[config.mk]
export PLATFORM = sky130hd
export DESIGN_NAME = start_fifo_ctrl
export DESIGN_NICKNAME = d
export VERILOG_FILES = /design/src/rtl/start_fifo_ctrl.sv
export SDC_FILE = /design/constraint.sdc
export NUM_CORES = 1
export LEC_CHECK = 0
export BUFFER_PORTS_ARGS = -buffer_cell sky130_fd_sc_hd__buf_2
export CORE_AREA = 2 2 39 41
export DETAILED_ROUTE_END_ITERATION = 8
export DIE_AREA = 0 0 41 43
export GPL_TIMING_DRIVEN = 0
export MAX_ROUTING_LAYER = met4
export PLACE_DENSITY_LB_ADDON = 0.05
export SETUP_SLACK_MARGIN = 0.5
export SYNTH_ARGS = -nofsm -noshare
export SYNTH_HDL_FRONTEND = slang
export SYNTH_SLANG_ARGS = --single-unit
export TNS_END_PERCENT = 1
[constraint.sdc]
create_clock -name clk -period 1.5 [get_ports clk]
set_input_delay 0.225 -clock clk [delete_from_list [all_inputs] [get_ports clk]]
set_output_delay 0.225 -clock clk [all_outputs]
set_load 0.02 [all_outputs]
[src/rtl/start_fifo_ctrl.sv]
// Control logic for a start-token FIFO whose storage is an external shift register.
// Define START_FIFO_HWM_EN to build the occupancy high-water-mark tracker.
module start_fifo_ctrl #(
    parameter int unsigned DATA_WIDTH = 1,
    parameter int unsigned ADDR_WIDTH = 3,
    parameter int unsigned DEPTH      = 8
) (
    input  logic                  clk,
    input  logic                  reset,
    input  logic                  if_write,
    input  logic                  if_write_ce,
    input  logic [DATA_WIDTH-1:0] if_din,
    output logic                  if_full_n,
    input  logic                  if_read,
    input  logic                  if_read_ce,
    output logic [DATA_WIDTH-1:0] if_dout,
    output logic                  if_empty_n,
    output logic                  srl_we,
    output logic [ADDR_WIDTH-1:0] srl_addr,
    output logic [DATA_WIDTH-1:0] srl_din,
    input  logic [DATA_WIDTH-1:0] srl_dout,
    output logic [ADDR_WIDTH:0]   count,
    output logic [ADDR_WIDTH:0]   hwm
);

    localparam int unsigned CW = ADDR_WIDTH + 1;
    localparam logic [CW-1:0] FULL_CNT = CW'(DEPTH);

    logic [CW-1:0] r_count;
    logic [CW-1:0] w_count_nxt;
    logic          r_empty_n;
    logic          r_full_n;
    logic          w_push;
    logic          w_pop;

    // Handshakes are qualified only by registered flags, so no read/write-to-flag path exists.
    assign w_push = if_write & if_write_ce & r_full_n;
    assign w_pop  = if_read  & if_read_ce  & r_empty_n;

    assign srl_we   = w_push;
    assign srl_din  = if_din;
    assign srl_addr = (r_count != '0) ? ADDR_WIDTH'(r_count - CW'(1)) : '0;
    assign if_dout  = srl_dout;

    assign count      = r_count;
    assign if_empty_n = r_empty_n;
    assign if_full_n  = r_full_n;

    always_comb begin
        w_count_nxt = r_count;
        if (w_push && !w_pop) begin
            w_count_nxt = r_count + CW'(1);
        end else if (w_pop && !w_push) begin
            w_count_nxt = r_count - CW'(1);
        end
    end

    always_ff @(posedge clk) begin
        if (reset) begin
            r_count   <= '0;
            r_empty_n <= 1'b0;
            r_full_n  <= 1'b1;
        end else begin
            r_count   <= w_count_nxt;
            r_empty_n <= (w_count_nxt != '0);
            r_full_n  <= (w_count_nxt != FULL_CNT);
        end
    end

`ifdef START_FIFO_HWM_EN
    logic [CW-1:0] r_hwm;

    always_ff @(posedge clk) begin
        if (reset) begin
            r_hwm <= '0;
        end else if (w_count_nxt > r_hwm) begin
            r_hwm <= w_count_nxt;
        end
    end

    assign hwm = r_hwm;
`else
    assign hwm = '0;
`endif

endmodule

=== Yosys cells after proc, flatten, opt, wreduce, memory -nomap -nowiden ===
Cells that the tools add are included.

* Reductions and logical operators: 6
* $add $sub $neg: 2
* Bitwise logic cells: 4
* Muxes and demuxes: 3
* Eq/ne operators: 1

{| class="wikitable"
|+ Operator list
! kind !! count
|-
| 4-bit two-way mux || 2
|-
| 4-bit nonzero test || 2
|-
| 4-bit by 1-bit adder with 4-bit output, second input constant || 1
|-
| 1-bit AND || 4
|-
| 4-bit != test, second input constant || 1
|-
| 4-bit by 1-bit subtractor with 4-bit output, second input constant || 1
|-
| 3-bit two-way mux || 1
|-
| 1-bit logical AND || 2
|-
| 1-bit zero test || 2
|}

* Register bits after elaboration: 6
* Bits of input ports: 8
* Output and inout port bits: 16

=== Longest topological paths before layout ===
Gate-level depths: netlist of the first run.

* Word-level depth: 7
* Gate-level depth with buffers: 7

=== Worst setup path before layout of the first run ===
No wires, ideal clock.

* Path kind: register to register
* From: register r_count[0] (netlist: count[0])
* To: register r_empty_n (netlist: if_empty_n)
* Path slack: -0.176 ns
* Clock period less this slack: 1.676 ns
* Data arrival time: 1.602 ns
* Data required time: 1.426 ns
* Cell stages (with the launch flop): 6
* Path buffers: 0
* Path through: dfxtp_1 > inv_1 > ha_1 > a221o_1 > a32o_1 > a31oi_1

* Longest elaborated chain between the ends: 4
* Elaborated cells between the ends (all ways): 5
* Classes of those cells: add/sub (2); mux (2); reduce/logical (1)

{| class="wikitable"
|+ Ends and longest elaborated chain
! what !! RTL line !! text
|-
| start: declaration || 29 || <nowiki>logic [CW-1:0] r_count;</nowiki>
|-
| start signal: assignment || 64 || <nowiki>r_count <= w_count_nxt;</nowiki>
|-
| 4-bit by 1-bit subtractor with 4-bit output || 54 || <nowiki>w_count_nxt = r_count - CW'(1);</nowiki>
|-
| 4-bit two-way mux || 53 || <nowiki>end else if (w_pop && !w_push) begin</nowiki>
|-
| 4-bit two-way mux * || 51 || <nowiki>if (w_push && !w_pop) begin</nowiki>
|-
| 4-bit nonzero test * || 65 || <nowiki>r_empty_n <= (w_count_nxt != '0);</nowiki>
|-
| end signal: assignment || 65 ||
|-
| end: declaration || 31 || <nowiki>logic r_empty_n;</nowiki>
|}

Mark *: on every way between the ends. The rest lies on a longest branch, timed or not.
A chain may end at the register's enable or synchronous reset.

=== Final worst setup path of the first run ===
* From: register r_full_n (netlist: if_full_n)
* To: register r_empty_n (netlist: if_empty_n)

* Longest elaborated chain between the ends: 6
* Elaborated cells between the ends (all ways): 7
* Classes of those cells: mux (2); bitwise (1); reduce/logical (4)

{| class="wikitable"
|+ Ends and longest elaborated chain
! what !! RTL line !! text
|-
| start: declaration || 32 || <nowiki>logic r_full_n;</nowiki>
|-
| start signal: assignment || 66 || <nowiki>r_full_n <= (w_count_nxt != FULL_CNT);</nowiki>
|-
| 1-bit AND * || 37 || <nowiki>assign w_push = if_write & if_write_ce & r_full_n;</nowiki>
|-
| 1-bit zero test || 53 ||
|-
| 1-bit logical AND || 53 ||
|-
| 4-bit two-way mux || 53 ||
|-
| 4-bit two-way mux * || 51 ||
|-
| 4-bit nonzero test * || 65 ||
|}

Marks and branches as above.

==> run summary, run 1 <==
Outcome = complete, but fails checks
Violated checks = setup timing
CTS tree = built
Flop and latch count out of synthesis = 6
Clock buffer depth = 2
First-pass GRT wire length = 1573 um
Syn Inst Count = 52
R2r startpoint = if_full_n
Max Freq = 0.6354 GHz
End point of the critical path = if_empty_n
DP HPWL = 690 um
Fill count = 163
Pleak = 0.2955 nW
Worst hold slack = 0.2075 ns
Pins Over Slew Limit = 0
Detailed Routing Iterations Pass 1 = 4
Area of the multi-input gates = 272.8 um^2
Max-cap violations = 0
Worst Path Arrival = 1.74 ns
Worst setup EP type = flop
Setup Skew = 0.001312 ns
Vias in the first global route = 378
Overall Power = 624.5 uW
Leading area contributor after synthesis = dfxtp_1
IO Count = 24
CP Max Fanout = 6
Die ar. = 1763 um^2
Placer congestion estimate = 0.6616
Seq/Total Area, Yosys = 0.2815
FF-to-FF setup slack = -0.07 ns
Port Buf Inserts = 17
Crit start category = flop
HP Class = input port to flop
DR iter-0 viols = 9
GRT overflow = 0
Syn avg cell area = 8.205 um^2
R2R cell count = 7
Diodes inserted = 0
Final core occ = 0.4539
M3 GR Usage = 0.01571
CP Launch Point = if_full_n
Reg area = 131.4 um^2
Synthesis Warnings = 0
PwrDens = 994.3 nW/um^2
Antenna Nets Post-Route = 0
Nets@finish = 88
RR Endpoint = if_empty_n
# H-tree levels = 1
Yosys cell types = 28
Fin crit share = 1.049
Fin. Hold Viols = 0
Gr usage total = 0.1352
Clock sinks = 6
Initial antenna violation count = 0
Synthesized cell area = 426.7 um^2
Die W = 41 um
Largest net degree at the start of global routing = 8
Via density = 4.739
Crit path kind = flop to flop
TritonCTS Buffers = 3
Chip Height = 43 um
Worst EP required = 1.67 ns
Fin area = 628.1 um^2
Initial Utilization = 0.3083
Met1 Resource Use GR = 0.1851
Max VDD drop = 452.7 uV
M2 GR Usage = 0.1750
Total wire length = 945 um
Post-layout min period = 1.574 ns
Gr busiest metal = met1
Share of layout cells above drive strength 1 = 0.5526
Setup WS post-layout = -0.07384 ns
Area post-placement = 546.8 um^2
Worst-Skew Late Latency = 0.24 ns
Routed WL per cell = 10.27 um
Share of the synthesized area in the top cell type = 0.2815
DRC Markers = 0
Setup violators final = 4
Core area = 1384 um^2
Row count = 14
Via count = 436
Hold path depth = 2
Syn-to-layout area delta = 47.21%
CTS clock-pin slew for the worst setup and hold paths = 0.04 ns
RSZ-0062 raised after global routing = true
Clock root cell = clkbuf_4
Top post-synthesis cells by area = dfxtp_1 (28%), buf_4 (11%), nor2_1 (7.9%)
CTS hold repair buffers = 0
==> cells by family (layout without fill, tap and decap cells) <==
kind of cell / count (synthesis) / in the layout / share of synthesized area
XOR/XNOR: 2 / 2 / 0.04106
buffers and inverters: 11 / 32 / 0.1847
flip-flops: 6 / 6 / 0.2815
AND/OR/NAND/NOR: 20 / 20 / 0.2405
AO/OA/AOI/OAI: 10 / 10 / 0.1848
adder cells (fa/ha/maj): 2 / 2 / 0.05864
other: 1 / 4 / 0.008789
==> cells in the mapped netlist <==
master     instances
a31oi_1            1
or2_1              1
nand4bb_1          1
xor2_1             1
o31a_1             1
and3_1             1
a22o_1             1
nand3_1            2
inv_1              3
nand2_1            2
nor2b_1            1
a221o_1            1
nor3_1             1
and2_4             1
buf_4              6
nor2_1             9
o211ai_1           1
ha_1               2
buf_6              2
a32oi_1            1
o21ai_0            1
dfxtp_1            6
o221ai_1           1
xnor2_1            1
a32o_1             1
conb_1             1
a21oi_1            1
nor3b_1            1
==> flip-flops by register name, summed over array words and instances, names as in the netlist <==
name and flops:
if_empty_n 1, count 4, if_full_n 1
==> worst max-delay path, stage by stage (launching register included) <==
cell and delay (ns):
dfxtp_2 0.31, and3_4 0.14, buf_6 0.11, and2_4 0.13
buf_6 0.12, a221o_1 0.32, a32o_2 0.26, a31oi_1 0.12
==> metrics by stage <==
stage	setup slack [ns]	std cells	TNS, ns
global route	-0.1605	92	-0.5227
detailed placement	-0.1772	88	-0.2798
finish	-0.07384	92	-0.1456
CTS	-0.09565	92	-0.2073
global placement	-0.2007	88	-0.3274
floorplan	-0.1234	55	-0.1819
==> cell type report <==
| class | count | share of cell area |
|---|---|---|
| multi-input cells | 38 | 0.4343 |
| flip-flops and latches | 6 | 0.2092 |
| repair buffers | 18 | 0.1633 |
| plain buffers | 8 | 0.1076 |
| clock buffers | 3 | 0.03586 |
| well taps | 16 | 0.03187 |
| inverters | 3 | 0.01793 |
==> layout by cell type, fill, tap and decap left out <==
| cell type | n |
|---|---|
| buf_6 | 2 |
| and2_4 | 1 |
| o31a_1 | 1 |
| nor3_1 | 1 |
| a221o_1 | 1 |
| dfxtp_4 | 2 |
| nand4bb_1 | 1 |
| o21ai_0 | 1 |
| buf_2 | 13 |
| or2_1 | 1 |
| dfxtp_2 | 3 |
| inv_2 | 2 |
| a32o_2 | 1 |
| ha_1 | 1 |
| nand2_1 | 2 |
| ha_4 | 1 |
| a31oi_1 | 1 |
| a22o_1 | 1 |
| dfxtp_1 | 1 |
| clkbuf_4 | 3 |
| a32oi_1 | 1 |
| nor2b_1 | 1 |
| buf_4 | 11 |
| o221ai_1 | 1 |
| inv_1 | 1 |
| xnor2_1 | 1 |
| nand3_1 | 2 |
| xor2_1 | 1 |
| nor3b_4 | 1 |
| a21oi_2 | 1 |
| conb_1 | 4 |
| and3_4 | 1 |
| o211ai_1 | 1 |
| nor2_1 | 9 |
==> metal layers <==
layer / share of wire / up-vias / wire [um]
li1: - / 223 / -
met1: 0.41 / 197 / 390
met2: 0.53 / 14 / 505
met3: 0.048 / 2 / 45
met4: 0.0042 / 0 / 4
met5: 0 / - / 0
==> how the worst min path moves through the flow <==
stage,start,to
after CTS,reset,count[2]
final,reset,count[2]
after global routing,reset,count[2]
after floorplan,reset,count[0]
after global placement,reset,count[1]
after detailed placement,reset,count[1]
==> power by group <==
group | internal (mW) | switching (mW)
Sequential | 0.180 | 0.0217
Combinational | 0.133 | 0.148
Clock | 0.0901 | 0.0518
==> repair_timing <==
action,4_1_cts,5_1_grt
endpoints found under the setup margin,14,13
resized for setup,13,4
pin swaps,5,3
buffers inserted,1,0
(Power assumes the default switching activity.)
==> run 2, diff against run 1 <==
SKIP_CTS_REPAIR_TIMING = 1   (was unset)
SKIP_LAST_GASP = 1   (was unset)
clock period = 1.4 ns   (was 1.5 ns; I/O delays follow)
==> run 2 against run 1 <==
Against the previous run: the flow still finishes with violations (setup timing); die area did not move; register-to-register slack got worse by 0.12 ns; combinational power fell by 5%; fmax fell by 1.0%; design area fell by 4.4%; sequential cell count did not move; global-route usage fell by 1.1 points; wire length fell by 7.3%; critical path depth did not move; worst hold slack got worse by 0.013 ns; critical endpoint unchanged.
==> run summary, run 2 (synthesis results as in run 1) <==
Worst-Skew Late Latency = 0.24 ns (about the same)
CP Max Fanout = 6 (unchanged)
Largest net degree at the start of global routing = 8 (unchanged)
Max reg flops = 4 (unchanged)
Antenna Nets Post-Route = 0 (unchanged)
DP HPWL = 690 um (unchanged)
Initial antenna violation count = 0 (unchanged)
Pleak = 0.2939 nW (-0.52%)
Placer congestion estimate = 0.6616 (unchanged)
Detailed Routing Iterations Pass 1 = 4 (unchanged)
CTS tree = built
Row count = 14 (unchanged)
CTS clock-pin slew for the worst setup and hold paths = 0.04 ns (about the same)
Via count = 425 (-2.5%)
Crit path kind = flop to flop
DRC Markers = 0 (unchanged)
Post-layout min period = 1.590 ns (+0.01619 ns)
Commonest non-fill, non-tap cell in the layout = buf_2
GRT overflow = 0 (unchanged)
PwrDens = 1049 nW/um^2 (+5.5%)
Die W = 41 um (unchanged)
Pre-CTS setup slack = -0.2622 ns (-0.08500 ns)
Chip Height = 43 um (unchanged)
Initial Utilization = 0.3083 (unchanged)
Worst Path Arrival = 1.76 ns (+0.02 ns)
Outcome = complete, but fails checks
Share of layout cells above drive strength 1 = 0.4935 (-0.05913)
Setup violators final = 7 (+3)
IO Count = 24 (unchanged)
Post-layout instance count excluding filler cells = 93 (+1.1%)
Crit start category = flop
Clock sinks = 6 (unchanged)
Fin area = 600.6 um^2 (-4.4%)
# H-tree levels = 1 (unchanged)
Gr usage total = 0.1238 (-0.01135)
Diodes inserted = 0 (unchanged)
Core area = 1384 um^2 (unchanged)
TritonCTS Buffers = 3 (unchanged)
Violated checks = setup timing
Max Freq = 0.6289 GHz (-1.0%)
Via density = 4.570 (-3.6%)
DR iter-0 viols = 11 (+2)
Setup TNS = -0.7464 ns (-0.6008 ns)
First-pass GRT wire length = 1435 um (-8.8%)
Nets@finish = 89 (+1.1%)
Overall Power = 630.1 uW (+0.89%)
Worst EP required = 1.57 ns (-0.10 ns)
Syn-to-layout area delta = 40.76%
Setup WS post-layout = -0.1900 ns (-0.1162 ns)
Vias in the first global route = 356 (-5.8%)
Port Buf Inserts = 17 (unchanged)
Routed WL per cell = 9.419 um (-8.3%)
Die ar. = 1763 um^2 (unchanged)
Worst setup EP type = flop
Inst Count DP = 88 (unchanged)
Most frequent cells in the layout = buf_2 (17), nor2_1 (9), buf_4 (8), conb_1 (4)
Fin crit share = 1.136 (+0.08651)
Area post-placement = 546.8 um^2 (unchanged)
Fill count = 155 (-4.9%)
Total wire length = 876 um (-7.3%)
RSZ-0062 raised after global routing = true
Clock buffer depth = 2 (unchanged)
Max VDD drop = 458.3 uV (+1.2%)
Max-cap violations = 0 (unchanged)
Clock root cell = clkbuf_4
HP Class = input port to flop
Pins Over Slew Limit = 0 (unchanged)
Fin. Hold Viols = 0 (unchanged)
Setup Skew = 0.001379 ns (+0.00006672 ns)
[run 2: cell types whose count changed in the layout (fill, tap and decap cells not counted)]
| cell | change |
|---|---|
| ha_4 | -1 |
| a21oi_2 | -1 |
| nor3b_4 | -1 |
| inv_2 | -2 |
| dfxtp_1 | +2 |
| inv_1 | +2 |
| dfxtp_2 | -1 |
| dfxtp_4 | -1 |
| buf_4 | -3 |
| buf_2 | +4 |
| nor3b_2 | +1 |
| a21oi_1 | +1 |
| ha_2 | +1 |
[run 2: worst paths after layout]
path / startpoint / endpoint / slack [ns] / depth (start not counted)
max: if_full_n / if_empty_n / -0.19 / 7
min: reset / count[1] / 0.19 / 2
max reg2reg: if_full_n / if_empty_n / -0.19 / 7
min reg2reg: count[0] / count[0] / 0.61 / 2
[run 2: stage by stage]
stage / util / hold slack [ns]
after CTS: 0.4114 / 0.1846
final: 0.4340 / 0.1944
after detailed placement: 0.3951 / 0.4420
after global routing: 0.4340 / 0.1999
after floorplan: - / 0.2742
after global placement: 0.3951 / 0.4411
[run 2: critical path: stages, from the launching register on]
cell,delay [ns]
dfxtp_2,0.31
and3_4,0.14
buf_6,0.11
and2_4,0.13
buf_6,0.12
a221o_1,0.34
a32o_2,0.26
a31oi_1,0.12
[run 2: per-layer routing]
metal,global-route usage,wire length [um],vias to the layer above
met4,0.1000,4,0
met5,-,0,-
met1,0.1688,346,188
met2,0.1563,467,14
li1,-,-,221
met3,0.01571,58,2
[run 2: area by class of cell]
type	instances	area, um^2	share of cell area
plain buffers	8	67.56	0.1125
clock buffers	3	22.52	0.03750
inverters	3	11.26	0.01875
multi-input cells	38	252.7	0.4208
flip-flops and latches	6	126.4	0.2104
well taps	16	20.02	0.03333
repair buffers	19	100.1	0.1667
[run 2: power breakdown]
part           switching (mW)  internal [mW]  total [mW]
clock network          0.0556         0.0965       0.152
logic                   0.149          0.117       0.266
registers              0.0200          0.192       0.212
total                   0.224          0.406       0.630
